## src/rtl/matrix_addsub_seq.sv

```systemverilog
// Sequential N x N matrix add/subtract engine: captures A, B and mode on accept,
// then produces LANES ripple add/sub results per cycle until the whole matrix is done.
module matrix_addsub_seq #(
  parameter int W     = 3,
  parameter int N     = 2,
  parameter int LANES = 1
) (
  input  logic                   clk,
  input  logic                   rst_n,
  input  logic                   in_valid,
  output logic                   in_ready,
  input  logic                   mode,
  input  logic [N*N*W-1:0]       a_flat,
  input  logic [N*N*W-1:0]       b_flat,
  output logic                   out_valid,
  input  logic                   out_ready,
  output logic [N*N*(W+1)-1:0]   c_flat,
  output logic [N*N-1:0]         cb_mask,
  output logic                   busy
);

  localparam int NE = N * N;
  localparam int IW = (NE > 1) ? $clog2(NE) : 1;

  generate
    if (LANES < 1 || (NE % LANES) != 0) begin : g_bad_lanes
      $error("matrix_addsub_seq: LANES must divide N*N");
    end
  endgenerate

  typedef enum logic [1:0] {IDLE, RUN, DONE} state_t;

  state_t                r_state;
  state_t                w_next;
  logic [NE*W-1:0]       r_a;
  logic [NE*W-1:0]       r_b;
  logic                  r_mode;
  logic [IW-1:0]         r_idx;
  logic [NE*(W+1)-1:0]   r_c;
  logic [NE-1:0]         r_cb;
  logic [W:0]            w_res [LANES];
  logic                  w_last;
  logic                  w_accept;

  // Subtraction reuses the adder: invert B, carry-in 1, and the top bit becomes the borrow.
  function automatic logic [W:0] rippleAddSub(input logic [W-1:0] a, input logic [W-1:0] b,
                                              input logic sub);
    logic [W:0] s;
    logic       cy;
    logic       bb;
    s  = '0;
    cy = sub;
    for (int k = 0; k < W; k++) begin
      bb   = b[k] ^ sub;
      s[k] = a[k] ^ bb ^ cy;
      cy   = (a[k] & bb) | (cy & (a[k] ^ bb));
    end
    s[W] = cy ^ sub;
    return s;
  endfunction

  always_comb begin
    for (int l = 0; l < LANES; l++) begin
      w_res[l] = '0;
    end
    for (int l = 0; l < LANES; l++) begin
      w_res[l] = rippleAddSub(r_a[(int'(r_idx) + l)*W +: W], r_b[(int'(r_idx) + l)*W +: W], r_mode);
    end
  end

  assign w_last   = (int'(r_idx) == NE - LANES);
  assign w_accept = (r_state == IDLE) && in_valid;

  always_ff @(posedge clk or negedge rst_n) begin
    if (!rst_n) begin
      r_state <= IDLE;
    end else begin
      r_state <= w_next;
    end
  end

  always_comb begin
    w_next = r_state;
    case (r_state)
      IDLE:    if (in_valid)  w_next = RUN;
      RUN:     if (w_last)    w_next = DONE;
      DONE:    if (out_ready) w_next = IDLE;
      default: w_next = IDLE;
    endcase
  end

  // idx stops on the last group so it never points past element N*N-1.
  always_ff @(posedge clk or negedge rst_n) begin
    if (!rst_n) begin
      r_a    <= '0;
      r_b    <= '0;
      r_mode <= 1'b0;
      r_idx  <= '0;
      r_c    <= '0;
      r_cb   <= '0;
    end else if (w_accept) begin
      r_a    <= a_flat;
      r_b    <= b_flat;
      r_mode <= mode;
      r_idx  <= '0;
      r_c    <= '0;
      r_cb   <= '0;
    end else if (r_state == RUN) begin
      for (int l = 0; l < LANES; l++) begin
        r_c[(int'(r_idx) + l)*(W+1) +: W+1] <= w_res[l];
        r_cb[int'(r_idx) + l]               <= w_res[l][W];
      end
      if (!w_last) begin
        r_idx <= r_idx + IW'(LANES);
      end
    end
  end

  assign in_ready  = (r_state == IDLE);
  assign out_valid = (r_state == DONE);
  assign busy      = (r_state != IDLE);
  assign c_flat    = r_c;
  assign cb_mask   = r_cb;

endmodule
```

## config.mk

```make
export PLATFORM = sky130hd
export DESIGN_NAME = matrix_addsub_seq
export DESIGN_NICKNAME = d
export VERILOG_FILES = /design/src/rtl/matrix_addsub_seq.sv
export SDC_FILE = /design/constraint.sdc
export NUM_CORES = 1
export LEC_CHECK = 0
export BUFFER_PORTS_ARGS = -buffer_cell sky130_fd_sc_hd__buf_2
export CAP_MARGIN = 20
export CORE_UTILIZATION = 53
export CTS_CLUSTER_SIZE = 12
export DETAILED_ROUTE_END_ITERATION = 8
export GPL_TIMING_DRIVEN = 1
export HOLD_SLACK_MARGIN = 0.03
export PLACE_DENSITY_LB_ADDON = 0.3
export SKIP_LAST_GASP = 1
export SYNTH_ARGS = -nofsm -noshare
export SYNTH_HDL_FRONTEND = slang
export SYNTH_SLANG_ARGS = --single-unit
```

## constraint.sdc

```tcl
create_clock -name clk -period 3.95 [get_ports clk]
set_clock_uncertainty 0.05 [all_clocks]
set_input_delay 0 -clock clk [delete_from_list [all_inputs] [get_ports clk]]
set_output_delay 0 -clock clk [all_outputs]
set_load 0.02 [all_outputs]
```

# [Word-level counts from Yosys, hierarchy flattened]
# Cells that the tools add are included.
# W data, S select, Z words.
[classes] add_sub_neg=2 multipliers=1 n_div=0 n_lt_le_gt_ge=2 n_eq_ne=7 n_shift=4 muxes=15 bitwise_logic=19 reduce_logical=7
[ops] operator="$neg A4 Y33" n=1
[ops] operator="$shift A4 B33 Y16 const A" n=1
[ops] operator="$shiftx A4 B33 Y16" n=1
[ops] operator="$mux W16" n=2
[ops] operator="$shiftx A12 B32 Y3" n=1
[ops] operator="$bwmux W16" n=1
[ops] operator="$mux W2" n=6
[ops] operator="$shiftx A12 B5 Y3" n=1
[ops] operator="$xor A1 B1 Y1" n=10
[ops] operator="$mux W4" n=2
[ops] operator="$and A1 B1 Y1" n=6
[ops] operator="$pmux W2 S3" n=1
[ops] operator="$bwmux W4" n=1
[ops] operator="$eq A2 B1 Y1 const B" n=2
[ops] operator="$mul A2 B2 Y4 const B" n=1
[ops] operator="$ne A2 B1 Y1 const B" n=2
[ops] operator="$ne A2 B2 Y1 const B" n=2
[ops] operator="$reduce_bool A2 Y1" n=2
[ops] operator="$lt A2 B3 Y1 const B" n=1
[ops] operator="$or A1 B1 Y1" n=3
[ops] operator="$reduce_and A3 Y1" n=1
[ops] operator="$add A2 B1 Y2 const B" n=1
[ops] operator="$demux W1 S2" n=1
[ops] operator="$eq A2 B2 Y1 const B" n=1
[ops] operator="other kinds (5)" n=6
[word_totals] register_bits=49 latch_bits=0 ramBits=0 rom_bits=0 inputBits=29 out_inout_bits=23 wordCells=64 mem_count=0

# [Depth between registers and ports, before layout]
# Gate-level depths: netlist (run 1).
[logic_depth] word_depth=15 depth_mapped=8

# [Worst setup path after synthesis (run 1)]
# No wires, ideal clock.
[synth_path] path_type="flip-flop to flip-flop" startpoint="register r_idx[0]" endpoint="register r_cb[1] (netlist: cb_mask[1])" setup_ps=121 arrival_ps=2628 t_required_ps=3779 slack_ps=1151 stages_incl_launch_ff=9 path_buffers=1 path_cell_list="dfrtp_1 -> buf_6 -> mux4_1 -> xnor2_1 -> fa_1 -> fa_1 -> xor2_1 -> o31ai_1 -> a22o_1"
[synth_between] elab_chain_len=14 elab_cells_between_ends=27 classes_between="mul: 1; order compare: 2; shift: 2; mux: 5; bitwise: 16; reduce/logical: 1"
[synth_rtl] item="start: declaration" line="38" rtl="logic [IW-1:0] r_idx;"
[synth_rtl] item="start signal: assignment" line="114" rtl="r_idx <= r_idx + IW'(LANES);"
[synth_rtl] item="$mul A2 B2 Y4" line="67" rtl="w_res[l] = rippleAddSub(r_a[(int'(r_idx) + l)*W +: W], r_b[(int'(r_idx) + l)*W +: W], r_mode);"
[synth_rtl] item="$shiftx A12 B5 Y3" line="67"
[synth_rtl] item="$xor A1 B1 Y1" line="54" rtl="bb = b[k] ^ sub;"
[synth_rtl] item="$xor A1 B1 Y1" line="56" rtl="cy = (a[k] & bb) | (cy & (a[k] ^ bb));"
[synth_rtl] item="$and A1 B1 Y1" line="56"
[synth_rtl] item="$or A1 B1 Y1" line="56"
[synth_rtl] item="$and A1 B1 Y1" line="56"
[synth_rtl] item="$or A1 B1 Y1" line="56"
[synth_rtl] item="$and A1 B1 Y1" line="56"
[synth_rtl] item="$or A1 B1 Y1" line="56"
[synth_rtl] item="$xor A1 B1 Y1" line="58" rtl="s[W] = cy ^ sub;"
[synth_rtl] item="$bwmux W4 *" line="111" rtl="r_cb[int'(r_idx) + l] <= w_res[l][W];"
[synth_rtl] item="$mux W4 *" line="108" rtl="end else if (r_state == RUN) begin"
[synth_rtl] item="$mux W4 *" line="101" rtl="end else if (w_accept) begin"
[synth_rtl] item="end signal: indexed assignment" line="111"
[synth_rtl] item="end: declaration" line="40" rtl="logic [NE-1:0] r_cb;"
# Mark *: on every way between the ends. The rest lies on a longest branch, timed or not. The select of a mux whose other input is x is not followed.
# A chain may end at the register's enable or synchronous reset.

# [Worst setup path after layout (run 1)]
# Same ends and word-level chain as after synthesis.

==> summary.txt, run 1 <==
outcome - completed
Syn-to-layout area delta - 29.84%
total global routing overflow - 0
XOR/XNOR Fraction of Synth Area - 2.228%
setup violators final - 0
CP required - 4.10 ns
ANT nets after route - 0
first-pass GRT wire length - 7.472 mm
io pins - 52
main flop type after synthesis - dfrtp_1
syn_nets - 206
wire per inst - 15.33 um
Via Count - 1,603
antenna fix cells - 0
Clock Root Buffer - clkbuf_8
layout cell share with drive strength beyond 1 - 36.51%
Post-synth EDFFs - 0
count of state elements after synthesis - 49
register area share after synthesis - 53.26%
DP HPWL - 2.992 mm
DP Cell Count - 265
Final Critical Period - 3.226 ns
post-synthesis adder-cell area fraction - 3.913%
setup bufs post-CTS - 0
GP Congestion - 0.7919
pin count of the biggest net entering global routing - 50
leakage - 0.001420 uW
clock latency on the worst-skew pair - 0.30 ns
WHS Path Cells - 3
Hold Path End - r_state[0]
CP cell instances - mux4_1 > xnor2_1 > fa_1 > fa_1 > xor2_1 > o31ai_1 > a22o_1
unrepaired setup endpoints after global routing - false
largest cells by area after synthesis - dfrtp_1 53%, mux2_2 13%, mux4_1 4.6%, o2bb2ai_1 3.0%, inv_1 2.6%
slowest CP cell - dfrtp_1
Tot GR Track Use - 22.93%
reg2reg setup slack - 0.72 ns
vias in the first global route - 1,538
post-synth top area cell - dfrtp_1
Clock Pin Slew Worst Setup and Hold Paths - 0.09 ns
Post-route DRC - 0
H-Tree Depth - 2
max_slew headroom - 52.84%
number of I/O port buffers - 51
HP Start - in_valid
CTS tree - done
synth cell count leaders - 49 x dfrtp_1, 26 x mux2_2, 16 x inv_1, 8 x o22ai_1, 8 x o2bb2ai_1
final worst path period share - 81.66%
largest family of logic cells by synthesized area - multiplexers
full die area - 4611 um2
Fill cells - 291
Distinct cells, synth - 33
simple logic cell fraction of the synthesized area - 5.380%
compound-cell area share of the yosys netlist - 10.27%
CP Class - reg -> reg
Die Width - 67.91 um
CP Buf/Inv Count - 0
Final Slew Violations - 0
clock tree sinks - 49
Synth Warn # - 0
initial antenna violation count - 0
Critical Path Fanout Max - 12
CP Capture Type - flop
reg-to-reg startpoint - r_idx[0]
Max VDD drop - 0.4479 mV
Synth Instances - 171
WP data arrival - 3.38 ns
drt pass-1 iters - 4
Rows - 23
mapped cell area - 2302 um2
die height - 67.91 um
hold slack - 0.1028 ns
top cell type's share of synthesized area - 53.26%
CP delay by family, top - adder cells
Finished Layout Cells - 302
worst min path class - in -> reg
Max-Cap Viols - 0
RR Endpoint - cb_mask[1]
final WL - 4.629 mm
Power Density - 899.1 nW/um2
CTS Buf Count - 5
mean post-synth cell area - 13.46 um2
most frequent CP cell - fa_1
Slew @ Worst Pin - 0.7058 ns
Max Root-Sink Buffers - 2
Finished Core Util - 73.15%
fmax - 310.0 MHz
max incr delay on CP - 0.65 ns
critical path startpoint category - flop
initial DRC count - 72
R2R depth - 7
ys async rst share - 100.0%
Final #Nets - 286
post-route setup TNS - 0 ns
vias per inst - 5.308
core region area - 4086 um2
most frequent cell after synthesis - dfrtp_1
Starting Density - 56.34%
mux contribution to synthesized area - 20.11%
Final Hold Vio Count - 0
state kept, by name (all words and copies together) (netlist names):
| name | cells |
|---|---|
| r_idx | 2 |
| c_flat | 16 |
| r_a | 12 |
| cb_mask | 4 |
| r_mode | 1 |
| r_state | 2 |
| r_b | 12 |
kinds of logic after synthesis:
logic type,Yosys count
and+or+nand+nor,22
DFF,49
adders and majority gates,6
xor gates and xnor gates,5
buffers and inverters,23
AOI/OAI and AO/OA,32
muxes,34
worst max path at each step:
stage | startpoint | to | slack [ns] | cells past startpoint
floorplan | r_idx[0] | cb_mask[1] | 1.15 | 8
global placement | r_idx[0] | cb_mask[1] | 0.84 | 7
detailed placement | r_idx[0] | cb_mask[1] | 0.77 | 7
CTS | r_idx[0] | cb_mask[1] | 0.70 | 7
global route | r_idx[0] | cb_mask[1] | 0.53 | 7
finish | r_idx[0] | cb_mask[1] | 0.72 | 7
cells in the final DEF, fill, tap and decap left out, drive strengths merged, types with 4 or more instances in the layout:
master / Yosys / routed
nor2: 4 / 4
a21oi: 4 / 4
xnor2: 4 / 4
mux4: 6 / 6
o2bb2ai: 8 / 8
nand2b: 4 / 4
nand2: 4 / 4
a22o: 5 / 5
ha: 4 / 4
buf: 5 / 52
o22ai: 8 / 8
dlygate4sd3: 0 / 28
mux2: 26 / 26
inv: 16 / 16
clkbuf: 2 / 6
dfrtp: 49 / 49
metrics by stage:
stage / setup slack (ns) / power (uW) / area, um2
global placement: 0.8398 / 2258 / 2569
finish: 0.7243 / 2687 / 2989
detailed placement: 0.7689 / 2293 / 2569
CTS: 0.6960 / 2701 / 2959
global route: 0.5262 / 2896 / 2989
floorplan: 1.151 / 1963 / 2302
timing repair:
action	in CTS	in global routing
hold buffers	27	1
hold endpoints to repair	75	6
gates resized for setup	0	0
power breakdown:
group          switching [uW]  internal, uW  leakage [uW]  total [uW]
registers                 189           727      0.000617         916
clock network             168           206     0.0000574         374
logic                     723           675      0.000746        1400
area by class of cell:
cell class                 instances  area [um2]  share of cell area [%]
clock inverter                     2       37.54                   1.256
tap                               50       62.56                   2.093
clock buffer                       6       82.58                   2.763
multi-input combinational         99       964.7                   32.27
inverter                          16       60.06                   2.009
sequential                        49        1226                   41.02
timing repair buffer              80       555.5                   18.59
per-layer routing:
layer	global-route usage, %	vias up	wire length [um]
met5	0	-	0
met1	29.32	778	2028
met2	38.00	50	2356
met4	8.073	0	51
li1	-	770	-
met3	5.667	5	192
worst min-delay path, delay by kind of cell:
kind                   cells  cell delay [ns]
AO/OA/AOI/OAI              2             0.32
buffers and inverters      1             0.09
(Power assumes the default switching activity.)
==> run 2: changes to the inputs <==
--- a/config.mk
+++ b/config.mk
@@ -5,9 +5,10 @@
 export SDC_FILE = /design/constraint.sdc
 export NUM_CORES = 1
 export LEC_CHECK = 0
+export ABC_AREA = 1
 export BUFFER_PORTS_ARGS = -buffer_cell sky130_fd_sc_hd__buf_2
 export CAP_MARGIN = 20
-export CORE_UTILIZATION = 53
+export CORE_UTILIZATION = 48
 export CTS_CLUSTER_SIZE = 12
 export DETAILED_ROUTE_END_ITERATION = 8
 export GPL_TIMING_DRIVEN = 1
==> constraint.sdc (replaced) <==
create_clock -name clk -period 2.8 [get_ports clk]
set_clock_uncertainty 0.05 [all_clocks]
set_input_delay 0 -clock clk [delete_from_list [all_inputs] [get_ports clk]]
set_output_delay 0 -clock clk [all_outputs]
set_load 0.02 [all_outputs]
==> run 2 against run 1 <==
Compared with the run above:
- utilization shrank 6.8 points
- via count grew 28%
- cell area is the same
- sequential power grew 30%
- cell count grew 32%
- critical path depth grew 3
- non-clock buffer count grew 4
- first-iteration DRC count grew 54%
- worst hold slack gained 0.042 ns
- area after synthesis grew 1.3%
- setup slack lost 0.46 ns
==> summary.txt, run 2 <==
Max Root-Sink Buffers - 2 (unchanged)
Clock Root Buffer - clkbuf_8
commonest non-fill, non-tap cell in the layout - nand2_1
final worst path period share - 90.40% (+8.7 points)
count of state elements after synthesis - 49 (unchanged)
WP data arrival - 2.70 ns (-0.68 ns)
initial DRC count - 111 (+54%)
Finished Core Util - 66.36% (-6.8 points)
Max-Cap Viols - 0 (unchanged)
post-route setup TNS - 0 ns (unchanged)
top cell type's share of synthesized area - 52.60% (-0.66 points)
CP Capture Type - flop
CTS tree - done
ANT nets after route - 0 (unchanged)
Critical Path Fanout Max - 11 (-1)
vias per inst - 5.113 (-3.7%)
worst min path class - in -> async
synth cell count leaders - 101 x nand2_1, 49 x dfrtp_1, 24 x nand3_1, 21 x o21ai_0, 11 x nor2_1
antenna fix cells - 0 (unchanged)
die height - 71.69 um (+5.6%)
ys async rst share - 100.0% (unchanged)
unrepaired setup endpoints after global routing - false
total global routing overflow - 0 (unchanged)
Post-synth EDFFs - 0 (unchanged)
Synth Warn # - 0 (unchanged)
Multi-input gate area - 983.4 um2 (+1.9%)
Final Slew Violations - 0 (unchanged)
largest cells by area after synthesis - dfrtp_1 53%, nand2_1 16%, nand3_1 5.2%, o21ai_0 4.5%, a32o_1 2.1%
io pins - 52 (unchanged)
clock tree sinks - 49 (unchanged)
Power Density - 1127 nW/um2 (+25%)
setup violators final - 0 (unchanged)
wire per inst - 12.88 um (-16%)
FF+latch area - 1227 um2 (+0.10%)
H-Tree Depth - 2 (unchanged)
CP required - 2.97 ns (-1.13 ns)
Slew @ Worst Pin - 0.5267 ns (-0.1791 ns)
Die Width - 71.69 um (+5.6%)
core region area - 4504 um2 (+10%)
register area share after synthesis - 52.60% (-0.66 points)
leakage - 0.001580 uW (+11%)
layout cell share with drive strength beyond 1 - 22.41% (-14 points)
post-synth top area cell - dfrtp_1
drt pass-1 iters - 4 (unchanged)
Clock Pin Slew Worst Setup and Hold Paths - 0.08 ns (about the same)
main flop type after synthesis - dfrtp_1
critical path startpoint category - flop
GP Congestion - 0.9284 (+17%)
Rows - 24 (+4.3%)
outcome - completed
Final #Nets - 382 (+34%)
syn_nets - 301 (+46%)
mean post-synth cell area - 8.763 um2 (-35%)
clock latency on the worst-skew pair - 0.30 ns (about the same)
first-pass GRT wire length - 8.970 mm (+20%)
Via Count - 2,045 (+28%)
most frequent cell after synthesis - nand2_1
CTS Buf Count - 5 (unchanged)
max reg flops - 16 (unchanged)
Post-route DRC - 0 (unchanged)
Syn-to-layout area delta - 28.23%
Final Critical Period - 2.531 ns (-0.6946 ns)
highest-count cells in the layout ignoring fill and taps - 101 x nand2_1, 51 x buf_2, 48 x dfrtp_1
Starting Density - 51.75% (-4.6 points)
Synth Instances - 266 (+56%)
full die area - 5139 um2 (+11%)
Tot GR Track Use - 22.39% (-0.54 points)
DP HPWL - 3.531 mm (+18%)
fmax - 395.1 MHz (+27%)
CP Class - reg -> reg
number of I/O port buffers - 51 (unchanged)
Distinct cells, synth - 27 (-18%)
Max VDD drop - 0.5298 mV (+18%)
Fill cells - 388 (+33%)
mapped cell area - 2331 um2 (+1.3%)
max_slew headroom - 64.80% (+12 points)
vias in the first global route - 1,937 (+26%)
Final Hold Vio Count - 0 (unchanged)
pin count of the biggest net entering global routing - 50 (unchanged)
final WL - 5.151 mm (+11%)
initial antenna violation count - 0 (unchanged)
-- run 2: changes by cell type after synthesis, moves of 7 or more --
cell and change:
inv_1 -8, o2bb2ai_1 -8, o21ai_0 +20, nand3_1 +21, nand2_2 +7, nor2_1 +8, mux2_2 -26, nand2_1 +97
-- run 2: final cells by class --
cell class / instances / share of cell area (%)
inverters: 12 / 1.674
well taps: 52 / 2.177
repair buffers: 84 / 19.51
multi-input cells: 195 / 32.90
clock buffers: 8 / 2.679
flip-flops and latches: 49 / 41.06
-- run 2: kinds of logic after synthesis --
kind of cell	Yosys count	share of synthesized area [%]
flops	49	52.60
buf+inv	22	5.207
simple gates	153	28.61
xor+xnor	3	1.127
fa+ha+maj	6	3.865
compound gates	33	8.588
-- run 2: critical path, cell delays in order, from the launching register on --
cell,delay (ns)
dfrtp_1,0.47
inv_2,0.20
o21ai_0,0.12
o22ai_1,0.16
xor2_1,0.11
fa_1,0.41
fa_1,0.39
xor2_1,0.17
nor2_1,0.15
nand2_1,0.08
o21ai_0,0.14
-- run 2: what timing repair did --
item / 4_1_cts / 5_1_grt
hold buffers: 27 / 0
buffers inserted: 0 / 0
endpoints found under the setup margin: 0 / 7
resized for setup: 0 / 1
hold endpoints to repair: 75 / 0
-- run 2: worst paths after layout --
path / start / slack [ns] / to / depth (start not counted)
min in group clk: in_valid / 0.33 / cb_mask[1] / 4
worst max register to register: r_idx[1] / 0.27 / c_flat[7] / 10
worst min register to register: r_b[9] / 0.44 / r_b[9] / 2
worst min-delay path: rst_n / 0.15 / c_flat[5] / 2
worst max-delay path: r_idx[1] / 0.27 / c_flat[7] / 10
max in group asynchronous: rst_n / 2.03 / r_idx[0] / 3
-- run 2: metal layers --
| metal | GRT usage, % | up-vias | wire [um] |
|---|---|---|---|
| li1 | - | 1036 | - |
| met1 | 29.02 | 947 | 2393 |
| met2 | 37.95 | 55 | 2500 |
| met3 | 4.360 | 7 | 196 |
| met4 | 7.190 | 0 | 60 |
| met5 | 0 | - | 0 |
-- run 2: metrics by stage --
stage,total power (uW),hold slack [ns],cells,setup WS [ns],cell area (um2)
2_1_floorplan,2449,-0.3456,266,0.2071,2331
3_3_place_gp,2883,0.1419,364,0.2065,2618
3_5_place_dp,2954,0.1434,364,0.1413,2618
4_1_cts,3373,0.3313,399,0.1203,2968
5_1_grt,3693,0.1882,400,0.07102,2989
6_report,3369,0.1451,400,0.2689,2989
-- run 2: power by group --
group / leakage (uW) / total (uW) / internal, uW / switching [uW]
logic: 0.000908 / 1780 / 659 / 1120
registers: 0.000633 / 1190 / 987 / 204
clock network: 0.0000395 / 397 / 178 / 219
